$ cat config.mk
export PLATFORM = sky130hd
export DESIGN_NAME = adc_cs5344
export DESIGN_NICKNAME = d
export VERILOG_FILES = /design/src/rtl/adc_cs5344_pkg.sv /design/src/rtl/adc_cs5344_ser_shift16.sv /design/src/rtl/adc_cs5344.sv
export SDC_FILE = /design/constraint.sdc
export NUM_CORES = 1
export LEC_CHECK = 0
export ABC_AREA = 1
export CORE_ASPECT_RATIO = 1.4
export CORE_UTILIZATION = 50
export CTS_CLUSTER_SIZE = 40
export DETAILED_ROUTE_END_ITERATION = 16
export MAX_ROUTING_LAYER = met4
export PLACE_DENSITY_LB_ADDON = 0.25
export SLEW_MARGIN = 25
export SYNTH_ARGS = -nofsm -noshare
export SYNTH_HDL_FRONTEND = slang
export SYNTH_SLANG_ARGS = --single-unit
$ cat constraint.sdc
create_clock -name clk -period 2.8 [get_ports clk]
set_clock_uncertainty 0.05 [all_clocks]
set_input_delay 0.56 -clock clk [delete_from_list [all_inputs] [get_ports clk]]
set_output_delay 0.56 -clock clk [all_outputs]
set_load 0.005 [all_outputs]
$ cat src/rtl/adc_cs5344_pkg.sv
// rtl/adc_cs5344_pkg.sv - shared audio types and frame-timing constants
//
// Shared by the ADC receiver and, later, the mixer. The timing constants
// match the DAC path, so one 512-phase frame carries one sample pair.
package adc_cs5344_pkg;

    localparam int         PHASE_W     = 9;
    localparam int         SAMPLE_W    = 16;
    // Mid sclk-high point inside each 16-phase bit slot.
    localparam logic [3:0] BIT_CAPTURE = 4'hB;

    typedef logic signed [SAMPLE_W-1:0] snd_t;

    // Bundled receiver output for the mixer.
    typedef struct packed {
        snd_t l;
        snd_t r;
        logic valid;
        logic locked;
    } adc_out_t;

endpackage

$ cat src/rtl/adc_cs5344_ser_shift16.sv
// rtl/adc_cs5344_ser_shift16.sv - 16-bit MSB-first serial-in shift register
//
// One bit enters at the LSB end on each clk with shift_en=1, so the first
// bit received ends up as the MSB after 16 shifts.
// Ports:
//   clk, rst  system clock, synchronous active-high reset
//   shift_en  shift din in this clk
//   din       serial data bit
//   pdata     parallel word as it stands after this clk, including a bit
//             shifted in on this same clk; lets the owner latch a complete
//             word on the clk that delivers its last bit
module ser_shift16
    import adc_cs5344_pkg::*;
(
    input  logic                clk,
    input  logic                rst,
    input  logic                shift_en,
    input  logic                din,
    output logic [SAMPLE_W-1:0] pdata
);

    logic [SAMPLE_W-1:0] data_q;
    logic [SAMPLE_W-1:0] data_d;

    always_comb begin
        data_d = data_q;
        if (shift_en) begin
            data_d = {data_q[SAMPLE_W-2:0], din};
        end
    end

    always_ff @(posedge clk) begin
        if (rst) begin
            data_q <= '0;
        end else begin
            data_q <= data_d;
        end
    end

    assign pdata = data_d;

endmodule

$ cat src/rtl/adc_cs5344.sv
// rtl/adc_cs5344.sv - master-mode serial receiver for a CS5344-class audio ADC
//
// Generates mclk/sclk/lrck from a 512-phase frame counter that advances on
// ck_en, deserializes sdout into 16-bit left/right samples and presents them
// with a one-clk valid strobe once a warmup of WARMUP_FRAMES frames is over.
// Build option: ADC_I2S_FMT_EN selects Philips I2S (data one slot late);
// left-justified timing otherwise.
// Ports:
//   clk, rst      system clock, synchronous active-high reset
//   ck_en         frame clock enable (44100*512 Hz strobe)
//   sdout         ADC serial data
//   mclk/sclk     ADC master and bit clocks
//   lrck          0 = left half-frame, 1 = right
//   snd_l/snd_r   held signed samples
//   sample_valid  one-clk pulse after snd_l/snd_r update
//   locked        warmup complete
module adc_cs5344
    import adc_cs5344_pkg::*;
#(
    parameter int SYNC_STAGES   = 2,
    parameter int WARMUP_FRAMES = 4
) (
    input  logic        clk,
    input  logic        rst,
    input  logic        ck_en,
    input  logic        sdout,
    output logic        mclk,
    output logic        lrck,
    output logic        sclk,
    output logic [15:0] snd_l,
    output logic [15:0] snd_r,
    output logic        sample_valid,
    output logic        locked
);

`ifdef ADC_I2S_FMT_EN
    localparam logic [PHASE_W-1:0] LEFT_LATCH  = 9'd267;
    localparam logic [PHASE_W-1:0] RIGHT_LATCH = 9'd11;
`else
    localparam logic [PHASE_W-1:0] LEFT_LATCH  = 9'd255;
    localparam logic [PHASE_W-1:0] RIGHT_LATCH = 9'd511;
`endif

    logic [PHASE_W-1:0]     phase_q, phase_d;
    logic [SYNC_STAGES-1:0] sync_q, sync_d;
    snd_t                   hold_l_q, hold_l_d;
    snd_t                   snd_l_q, snd_l_d;
    snd_t                   snd_r_q, snd_r_d;
    logic                   valid_q, valid_d;
    logic [3:0]             frame_ctr_q, frame_ctr_d;

    logic                   sdout_s;
    logic                   capture;
    logic                   right_sel;
    logic                   left_latch;
    logic                   right_latch;
    logic [SAMPLE_W-1:0]    l_pdata;
    logic [SAMPLE_W-1:0]    r_pdata;

    assign sdout_s     = sync_q[SYNC_STAGES-1];
    assign capture     = ck_en && (phase_q[3:0] == BIT_CAPTURE);
    assign left_latch  = ck_en && (phase_q == LEFT_LATCH);
    assign right_latch = ck_en && (phase_q == RIGHT_LATCH);
    assign locked      = (frame_ctr_q == 4'(WARMUP_FRAMES));

`ifdef ADC_I2S_FMT_EN
    // Slot 0 of each half-frame still carries the LSB of the other channel.
    assign right_sel = phase_q[8] ^ (phase_q[7:4] == 4'd0);
`else
    assign right_sel = phase_q[8];
`endif

    ser_shift16 u_shift_l (
        .clk      (clk),
        .rst      (rst),
        .shift_en (capture && !right_sel),
        .din      (sdout_s),
        .pdata    (l_pdata)
    );

    ser_shift16 u_shift_r (
        .clk      (clk),
        .rst      (rst),
        .shift_en (capture && right_sel),
        .din      (sdout_s),
        .pdata    (r_pdata)
    );

    always_comb begin
        sync_d[0] = sdout;
        for (int i = 1; i < SYNC_STAGES; i++) begin
            sync_d[i] = sync_q[i-1];
        end
    end

    always_comb begin
        phase_d     = phase_q;
        hold_l_d    = hold_l_q;
        snd_l_d     = snd_l_q;
        snd_r_d     = snd_r_q;
        frame_ctr_d = frame_ctr_q;
        // locked is the pre-update value: the frame that completes warmup
        // is itself discarded.
        valid_d     = right_latch && locked;

        if (ck_en) begin
            phase_d = phase_q + 1'b1;
        end
        if (left_latch) begin
            hold_l_d = l_pdata;
        end
        if (right_latch) begin
            snd_l_d = hold_l_q;
            snd_r_d = r_pdata;
            if (!locked) begin
                frame_ctr_d = frame_ctr_q + 4'd1;
            end
        end
    end

    always_ff @(posedge clk) begin
        if (rst) begin
            phase_q     <= '0;
            sync_q      <= '0;
            hold_l_q    <= '0;
            snd_l_q     <= '0;
            snd_r_q     <= '0;
            valid_q     <= 1'b0;
            frame_ctr_q <= '0;
        end else begin
            phase_q     <= phase_d;
            sync_q      <= sync_d;
            hold_l_q    <= hold_l_d;
            snd_l_q     <= snd_l_d;
            snd_r_q     <= snd_r_d;
            valid_q     <= valid_d;
            frame_ctr_q <= frame_ctr_d;
        end
    end

    assign mclk         = phase_q[0];
    assign sclk         = phase_q[3];
    assign lrck         = phase_q[8];
    assign snd_l        = snd_l_q;
    assign snd_r        = snd_r_q;
    assign sample_valid = valid_q;

endmodule

==> metrics.log, run 1 <==
INFO  metric ys_warn_count = 0
INFO  metric async_reset_ff_share = 0%
INFO  metric ys_ff_latch = 96
INFO  metric max_slew.worst_pin.slew = about 730 ps
INFO  metric number_of_enable_type_register_cells_in_the_synthesized_netlist = 0
INFO  metric post-cts-setup-buffers = 0
INFO  metric worst_path_cell_trace = nand2_1 -> nor4b_1 -> ha_1 -> nand2_1 -> inv_2 -> nand2_1 -> inv_1 -> nand2_1 -> a21oi_1
INFO  metric chipHeight = roughly 110 um
INFO  metric multi_input_area = 1770 um2
INFO  metric critPathArrivalTime = about 2700 ps
INFO  metric timing_max_transition_violations_final = 0
INFO  metric rsz0062_at_grt = false
INFO  metric finalWirelength = ~7800 um
INFO  metric number_of_instances_resized_during_post_cts_repair = 0
INFO  metric grt_overflow_total = 0
INFO  metric max_clock_freq = 415 MHz
INFO  metric final_hold_viol_count = 0
INFO  metric io_pins = 41
INFO  metric critical_path.reg2reg.endpoint = frame_ctr_q[2]
INFO  metric critPathMaxStageDelay = 530 ps
INFO  metric remaining_drc_errors = 0
INFO  metric static-leakage-power = 0.00186 uW
INFO  metric synthesis.area_per_instance = 7.93 um2
INFO  metric worstPathRequired = 3040 ps
INFO  metric cell_at_the_slowest_stage_of_the_critical_path = dfxtp_1
INFO  metric crit_path_max_fanout = 17
INFO  metric run_status = complete, no violations
INFO  metric postCtsHoldBufs = 0
INFO  metric max-slew-margin-rel = 51.1%
INFO  metric cts_tree = built
INFO  metric gp_congestion = between 0.7 and 0.8
INFO  metric fp.dieArea = 8520 um2
INFO  metric first_global_vias = 3133
INFO  metric layout.nets = 555
INFO  metric global_route_wire_length_before_repair = roughly 14000 um
INFO  metric n_fill_cell = 729
INFO  metric layout_worst_path_cycle_share = a little under nine tenths
INFO  metric crit_path_capture_type = flop
INFO  metric setup.worst_path.class = flop to flop
INFO  metric pre_cts_ws = 410 ps
INFO  metric synth.distinct_cells = 26
INFO  metric worstHoldPathType = flop to flop
INFO  metric period_minus_slack = ~2400 ps
INFO  metric clk_pin_slew_worst_paths = about 90 ps
INFO  metric hp-start = sync_q[0]
INFO  metric synth-main-ff-cell = dfxtp_1
INFO  metric most-common-layout-cells = nor2_1 (106), dfxtp_1 (96), nand2_1 (65)
INFO  metric power.density = about 500 nW/um2
INFO  metric n_antenna_cell = 0
INFO  metric clock_sink_count = 96
INFO  metric maxCapViolCount = 0
INFO  metric timing.critical_path.max_delay_family = simple AND/OR/NAND/NOR gates
INFO  metric postSynthCellCount = about 500
INFO  metric seq_area = ~1900 um2
INFO  metric max-vdd-ir-drop = 0.000358 V
INFO  metric cp-start-kind = flop
INFO  metric utilization = 59.5%
INFO  metric floorplan.die.width = 78.3 um
INFO  metric layout_area_overhead = 14.5%
INFO  metric worst_case_setup_margin_in_the_final_layout = between 300 and 400 ps
INFO  metric core-area = between 7000 and 8000 um2
INFO  metric placementRows = 38
INFO  metric crit_path_frequent_cell = nand2_1
INFO  metric htree_levels = 3
INFO  metric worst_case_reg_to_reg_path_depth = 9
INFO  metric post_drt_via_cell_ratio = 4.98
INFO  metric max-clock-path-buffers = 2
INFO  metric drt-pass1-iter-count = 5
INFO  metric r2r-start = phase_q[2]
INFO  metric hold_ws = 369 ps
INFO  metric synthesis.area = 4080 um2
INFO  metric total_number_of_vias = 3241
INFO  metric setup_viol = 0
INFO  metric cts_inserted_buffers = 9
INFO  metric setup.reg_to_reg.worst_slack = 390 ps
INFO  metric post_route_cells_drive_above_1_share = 15.1%
INFO  metric holdPathEnd = sync_q[1]
INFO  metric synth.yosys.seq_area_share = a little under half
INFO  metric track_usage = a little over a fifth
INFO  metric layout_commonest_cell = nor2_1
INFO  metric cts.root.buffer_cell = clkbuf_8
INFO  metric final_antenna_net_count = 0
INFO  metric hpwlAfterDp = 5090 um
INFO  metric drt-initial-drc-count = 166
INFO  metric cp.buffers_inverters = 2
INFO  metric detail_route.wl_per_cell = 12.0 um
INFO  metric synthesized_nets = 523
INFO  metric grt_antenna_before_repair = 0
INFO  metric insertion_delay = 360 ps
INFO  metric buffers_on_ports = 40
INFO  metric min_delay_path_depth = 2
INFO  metric grt_max_degree = 72
INFO  metric fin_tns_setup = 0 ps
INFO  metric starting_density = between 50 and 60%
[layout make-up]
| cell class | instances | share of cell area, % |
|---|---|---|
| clock inverter | 6 | 1.29 |
| multi-input combinational | 341 | 37.9 |
| timing repair buffer | 49 | 10.2 |
| clock buffer | 10 | 2.74 |
| inverter | 49 | 4.05 |
| sequential | 96 | 41.2 |
| tap | 100 | 2.68 |
[power breakdown]
part	switching [uW]	total (uW)	leakage, uW	internal, uW
Combinational	48.9	66.4	0.000990	17.5
Clock	470	878	0.0000920	408
Sequential	7.41	1380	0.000774	1370
Total	526	2320	0.00186	1790
[flip-flops by register name, indices dropped and copies added, names as in the netlist]
name and flops:
snd_r 16, u_shift_r.data_q 16, frame_ctr_q 4, sync_q 2, phase_q 9, sample_valid 1, snd_l 16, u_shift_l.data_q 16
hold_l_q 16
[cells in the mapped netlist, types with 3 or more instances]
master / n / area [um2]
a21oi_1: 43 / 215
buf_12: 3 / 60.1
buf_2: 8 / 40.0
buf_4: 3 / 22.5
buf_6: 3 / 33.8
clkbuf_1: 11 / 41.3
dfxtp_1: 96 / 1920
ha_1: 5 / 62.6
inv_1: 44 / 165
inv_2: 3 / 11.3
nand2_1: 65 / 244
nand2_2: 18 / 113
nand3_1: 39 / 195
nand3_2: 30 / 300
nor2_1: 106 / 398
nor3_1: 3 / 15.0
o21ai_0: 23 / 115
[worst reg2reg max path: stages, from the launching register on]
cell and delay [ps]:
dfxtp_1 530, nand2_1 120, nor4b_1 490, ha_1 240
nand2_1 80, inv_2 310, nand2_1 220, inv_1 120
nand2_1 60, a21oi_1 120
[cell families after synthesis]
| kind of cell | count (synthesis) | synth area share [%] |
|---|---|---|
| xor gates and xnor gates | 1 | 0.215 |
| adders and majority gates | 5 | 1.54 |
| buffers and inverters | 77 | 9.49 |
| DFF | 96 | 47.2 |
| and+or+nand+nor | 268 | 33.3 |
| AOI/OAI and AO/OA | 67 | 8.29 |
[metrics by stage]
| step | power (uW) | instance area (um2) | cells |
|---|---|---|---|
| 6_report | 2320 | 4670 | 651 |
| 5_1_grt | 2410 | 4670 | 651 |
| 4_1_cts | 2350 | 4670 | 651 |
| 3_5_place_dp | 1480 | 4480 | 635 |
| 3_3_place_gp | 1470 | 4480 | 635 |
| 2_1_floorplan | 1460 | 4080 | 514 |
[worst max-delay path by stage]
stage | endpoint | depth (start not counted) | startpoint
2_1_floorplan | snd_r[11] | 10 | phase_q[0]
3_3_place_gp | frame_ctr_q[0] | 8 | phase_q[0]
3_5_place_dp | frame_ctr_q[0] | 8 | phase_q[0]
4_1_cts | frame_ctr_q[0] | 8 | phase_q[0]
5_1_grt | frame_ctr_q[1] | 8 | phase_q[2]
6_report | frame_ctr_q[2] | 9 | phase_q[2]
[metal layers]
metal | track usage, % | part of all wire, % | wire length, um | vias to the layer above
met3 | 4.44 | 3.6 | 279 | 16
met2 | 36.3 | 50 | 3940 | 51
met5 | - | 0 | 0 | -
met1 | 23.5 | 44 | 3420 | 1475
li1 | - | - | - | 1699
met4 | 8.86 | 2.3 | 179 | 0
No activity file was read; power rests on OpenSTA's default activity.
==> run 2: changes to the inputs <==
--- a/config.mk
+++ b/config.mk
@@ -12,6 +12,7 @@
 export DETAILED_ROUTE_END_ITERATION = 16
 export MAX_ROUTING_LAYER = met4
 export PLACE_DENSITY_LB_ADDON = 0.25
+export RECOVER_POWER = 100
 export SLEW_MARGIN = 25
 export SYNTH_ARGS = -nofsm -noshare
 export SYNTH_HDL_FRONTEND = slang
==> metrics.log, run 2 (synthesis gave the netlist of run 1 again) <==
INFO  metric run_status = complete, no violations
INFO  metric rsz0062_at_grt = false
INFO  metric setup_viol = 0 (unchanged)
INFO  metric setup.reg_to_reg.worst_slack = 300 ps (-90 ps)
INFO  metric layout.nets = 555 (unchanged)
INFO  metric final_antenna_net_count = 0 (unchanged)
INFO  metric top_usage_layer = met2
INFO  metric layout_area_overhead = 11.7%
INFO  metric period_minus_slack = 2500 ps (+86.7 ps)
INFO  metric use_met3 = 4.44% (unchanged)
INFO  metric total_number_of_vias = 3243 (+0.062%)
INFO  metric first_global_vias = 3133 (unchanged)
INFO  metric most-common-layout-cells = nor2_1 (106), dfxtp_1 (96), nand2_1 (76)
INFO  metric cts_inserted_buffers = 9 (unchanged)
INFO  metric finalWirelength = 7840 um (+0.23%)
INFO  metric crit_path_frequent_cell = nand2_1
INFO  metric critical_path.reg2reg.endpoint = hold_l_q[3]
INFO  metric htree_levels = 3 (unchanged)
INFO  metric cp-start-kind = flop
INFO  metric worstHoldPathType = flop to flop
INFO  metric max-clock-path-buffers = 2 (unchanged)
INFO  metric p_total = 2310 uW (-0.31%)
INFO  metric worst_case_reg_to_reg_path_depth = 9 (unchanged)
INFO  metric gp_congestion = 0.761 (unchanged)
INFO  metric final_hold_viol_count = 0 (unchanged)
INFO  metric instances_no_fill = 651 (unchanged)
INFO  metric holdPathEnd = sync_q[1]
INFO  metric post_route_cells_drive_above_1_share = 11.4% (-3.6 points)
INFO  metric max_clock_freq = 400 MHz (-3.5%)
INFO  metric gr-usage-met2 = 36.3% (unchanged)
INFO  metric io_pins = 41 (unchanged)
INFO  metric cell_at_the_slowest_stage_of_the_critical_path = dfxtp_1
INFO  metric remaining_drc_errors = 0 (unchanged)
INFO  metric chipHeight = 109 um (unchanged)
INFO  metric insertion_delay = 360 ps (about the same)
INFO  metric grt_max_degree = 72 (unchanged)
INFO  metric floorplan.die.width = 78.3 um (unchanged)
INFO  metric max-slew-margin-rel = 5.86% (-45 points)
INFO  metric power.density = 508 nW/um2 (+2.2%)
INFO  metric post_place_cells = 635 (unchanged)
INFO  metric gr-usage-met1 = 23.5% (unchanged)
INFO  metric post-cts-setup-buffers = 0 (unchanged)
INFO  metric crit_path_max_fanout = 32 (+15)
INFO  metric fp.dieArea = 8520 um2 (unchanged)
INFO  metric crit_path_capture_type = flop
INFO  metric track_usage = 21.0% (unchanged)
INFO  metric max-vdd-ir-drop = 0.000356 V (-0.52%)
INFO  metric grt_antenna_before_repair = 0 (unchanged)
INFO  metric timing_max_transition_violations_final = 0 (unchanged)
INFO  metric max_slew.worst_pin.slew = 1410 ps (+678 ps)
INFO  metric drt-initial-drc-count = 172 (+3.6%)
INFO  metric postCtsHoldBufs = 0 (unchanged)
INFO  metric critPathArrivalTime = 2710 ps (+60 ps)
INFO  metric cts_tree = built
INFO  metric core-area = 7850 um2 (unchanged)
INFO  metric static-leakage-power = 0.00193 uW (+3.8%)
INFO  metric global_route_wire_length_before_repair = 13700 um (unchanged)
INFO  metric post_drt_via_cell_ratio = 4.98 (about the same)
INFO  metric maxCapViolCount = 0 (unchanged)
INFO  metric setup.worst_path.class = flop to flop
INFO  metric clock_sink_count = 96 (unchanged)
INFO  metric cts.root.buffer_cell = clkbuf_8
INFO  metric r2r-start = phase_q[2]
INFO  metric starting_density = 51.9% (unchanged)
INFO  metric layout_commonest_cell = nor2_1
INFO  metric n_fill_cell = 751 (+3.0%)
INFO  metric drt-pass1-iter-count = 4 (-1)
INFO  metric worstPathRequired = 3020 ps (-20 ps)
INFO  metric n_antenna_cell = 0 (unchanged)
INFO  metric hp-start = sync_q[0]
INFO  metric clk_pin_slew_worst_paths = 90 ps (about the same)
INFO  metric hpwlAfterDp = 5090 um (unchanged)
INFO  metric min_delay_path_depth = 2 (unchanged)
INFO  metric placementRows = 38 (unchanged)
INFO  metric fin_tns_setup = 0 ps (unchanged)
INFO  metric layout_worst_path_cycle_share = 89.2% (+3.1 points)
INFO  metric worst_path_cell_trace = nand2_1 -> nor4b_1 -> ha_1 -> nand2_1 -> inv_1 -> clkbuf_2 -> nand3_1 -> nand2_1 -> inv_1
INFO  metric buffers_on_ports = 40 (unchanged)
INFO  metric number_of_instances_resized_during_post_cts_repair = 0 (unchanged)
INFO  metric grt_overflow_total = 0 (unchanged)
INFO  metric critPathMaxStageDelay = 530 ps (about the same)
INFO  metric detail_route.wl_per_cell = 12.0 um (+0.23%)
run 2: layout make-up:
type                            instances  area, um2  area share [%]
Tap cell                              100        125            2.75
Sequential cell                        96       1920            42.2
Clock buffer                           10        128            2.80
Inverter                               49        188            4.12
Clock inverter                          6       60.1            1.32
Timing Repair Buffer                   49        457            10.0
Multi-Input combinational cell        341       1670            36.8
run 2: critical path: cells and delay by family (launching register included):
family / cells / cell delay (ps)
buffers and inverters: 3 / 630
adders and majority gates: 1 / 230
and+or+nand+nor: 5 / 950
DFF: 1 / 530
run 2: how the worst max path moves through the flow:
stage               start              to  cells after the start
2_1_floorplan  phase_q[0]       snd_r[11]                     10
3_3_place_gp   phase_q[0]  frame_ctr_q[0]                      8
3_5_place_dp   phase_q[0]  frame_ctr_q[0]                      8
4_1_cts        phase_q[0]  frame_ctr_q[0]                      8
5_1_grt        phase_q[2]        snd_r[4]                     10
6_report       phase_q[2]     hold_l_q[3]                      9
run 2: power by group:
part / internal [uW] / leakage, uW / switching [uW]
combinational: 15.3 / 0.00106 / 46.7
clock: 408 / 0.0000920 / 468
sequential: 1370 / 0.000774 / 7.01
total: 1790 / 0.00193 / 521
run 2: metrics by stage:
step,setup slack [ps],area [um2],util (%),hold slack [ps]
floorplan,798,4080,-,338
global placement,448,4480,57.1,345
detailed placement,410,4480,57.1,359
CTS,349,4670,59.5,372
global route,96.4,4550,58.0,389
finish,302,4550,58.0,369
run 2: per-layer routing:
metal	part of all wire, %	vias to the layer above
li1	-	1698
met1	44	1487
met2	51	45
met3	3.1	13
met4	2.2	0
met5	0	-
==> variant (settings of run 1) <==
Make the reset (`rst`) asynchronous in 2 clocked blocks. Comments in the files are not updated.
--- a/src/rtl/adc_cs5344_ser_shift16.sv
+++ b/src/rtl/adc_cs5344_ser_shift16.sv
@@ -30,5 +30,5 @@
     end
 
-    always_ff @(posedge clk) begin
+    always_ff @(posedge clk or posedge rst) begin
         if (rst) begin
             data_q <= '0;
--- a/src/rtl/adc_cs5344.sv
+++ b/src/rtl/adc_cs5344.sv
@@ -119,5 +119,5 @@
     end
 
-    always_ff @(posedge clk) begin
+    always_ff @(posedge clk or posedge rst) begin
         if (rst) begin
             phase_q     <= '0;
Check against the original RTL: differs if rst is asserted again (counterexample within 4 cycles, from zero or initial values and one cycle with rst high); with rst held inactive, the same outputs for 10 cycles.
==> variant against run 1 <==
  * Critical path type is now reg2out
  * Routed wire length down 2.9%
  * Worst setup slack gained 0.11 ns
  * Sequential cell count unchanged
  * Die area grew 1.3%
  * Sequential share of layout area grew 8.9 points
  * Utilization is 1.3 points higher
  * Synthesized area is 1.3% higher
  * Design area rose by 2.8%
  * Fmax increased by 4.6%
  * Worst hold slack got worse by 0.064 ns
  * Register-to-register slack better by 0.33 ns
Power is not compared: it rests on default switching activity, and its combinational part moved more than twofold at a synthesized area within 25%.
==> variant: results (changes against run 1) <==
* Non-clock inverter instance count of the final layout at 46 (-6.1%)
* Most instantiated cells after synthesis: nand2_1, dfrtp_1, nand3_1, inv_1, and2_1
* Status: finished clean
* Distinct cells, synth at 24 (-7.7%)
* DP Wirelength at 4999 um (-1.9%)
* Worst-margin pin slew at 0.4229 ns (-0.3112 ns)
* Sequential cell area at 2402 um2 (+25%)
* CLK BUF at 11 (+1)
* First-pass iteration count of the detailed router at 4 (-1)
* Clock-cell share of area at 3.887% (-0.14 points)
* Synth Instances at 455 (-11%)
* First-pass GRT wire length at 13590 um (-0.60%)
* Number of placed cells counting well taps at 586 (-7.7%)
* Placer Congestion at 0.8376 (+10%)
* Fillcell total at 694 (-4.8%)
* Routed wire length per instance at 12.64 um (+5.2%)
* Signal buf overhead at 9.862% (-0.33 points)
* Setup WS pre-CTS at 0.5158 ns (+0.1056 ns)
* Worst EP arrival at 1.70 ns (-0.95 ns)
* Worst path slowest cell: clkdlybuf4s50_1
* CP max FO at 3 (-14)
* Largest net degree at the start of global routing at 80 (+11%)
* Area Growth Syn to Fin at 16.19%
* Via count at 2974 (-8.2%)
* Htree depth at 3 (unchanged)
* Worst-Skew Late Latency at 0.36 ns (about the same)
* Inserted Clock Buffers at 9 (unchanged)
* Largest cells by area after synthesis: dfrtp_1, nand2_1, nand3_1
* Share of layout cells above drive strength 1 at 7.385% (-7.7 points)
* Seq/Total Area, Yosys at 58.20% (+11 points)
* Crit path largest cell delay at 0.49 ns (-0.04 ns)
* Leakage at 2.457 nW
* Hold-fix buffers, CTS at 0 (unchanged)
* Asr flop ratio synth at 100.0% (+100 points)
* Fin crit period at 2.306 ns (-0.1053 ns)
* Sequential share of cell area at 50.09% (+8.9 points)
* Multi-input gates at 296 (-13%)
* GRT Overall Usage at 21.22% (+0.17 points)
* Fraction of standard cell area in multi-input logic at 29.87% (-8.0 points)
* R2R Setup Slk at 0.72 ns (+0.33 ns)
* Initial DRC Count at 197 (+19%)
* Fin nets at 506 (-8.8%)
* Vias/cell at 4.948 (-0.60%)
* Family with the most delay on the worst path: buffers and inverters
* Main synth FF type: dfrtp_1
* Signal buffers at 48 (-2.0%)
* Worst hold slack at 0.3057 ns (-0.06362 ns)
* Dpl cell area at 4609 um2 (+2.9%)
-- variant: changes by cell type in the layout (fill, tap and decap cells not counted), sizes merged, moves of 32 or more --
| cell | delta |
|---|---|
| nor2 | -100 |
| dfrtp | +96 |
| dfxtp | -96 |
| nand2 | +82 |
| a21oi | -43 |
| and2 | +32 |
-- variant: path summary, 6_finish.rpt --
check / from / endpoint / depth (start not counted)
worst max-delay path: frame_ctr_q[0]$_DFFE_PP0P_ / locked / 5
worst min-delay path: sync_q[0]$_DFF_PP0_ / sync_q[1]$_DFF_PP0_ / 0
worst max register to register: phase_q[0]$_DFFE_PP0P_ / frame_ctr_q[0]$_DFFE_PP0P_ / 8
worst min register to register: sync_q[0]$_DFF_PP0_ / sync_q[1]$_DFF_PP0_ / 0
max in group asynchronous: rst / u_shift_l.data_q[8]$_DFF_PP0_ / 3
min in group asynchronous: rst / snd_r[4]$_DFFE_PP0P_ / 2
-- variant: power by group through the flow --
stage	registers, W	logic [W]	clock network, W
2_1_floorplan	0.00155	0.000261	0
3_3_place_gp	0.00157	0.000331	0
3_5_place_dp	0.00157	0.000343	0
4_1_cts	0.00154	0.000346	0.000902
5_1_grt	0.00155	0.000386	0.000954
6_report	0.00154	0.000340	0.000875
-- variant: metal layers --
layer | up-vias | wire (um) | track usage (%)
li1 | 1486 | - | -
met1 | 1422 | 3510 | 25.90
met2 | 52 | 3681 | 34.35
met3 | 14 | 202 | 2.822
met4 | 0 | 199 | 11.38
met5 | - | 0 | -
-- variant: kinds of logic after synthesis --
family	synth area share, %
compound gates	0.3636
fa+ha+maj	1.516
xor+xnor	1.485
buf+inv	7.093
flops	58.20
simple gates	31.34
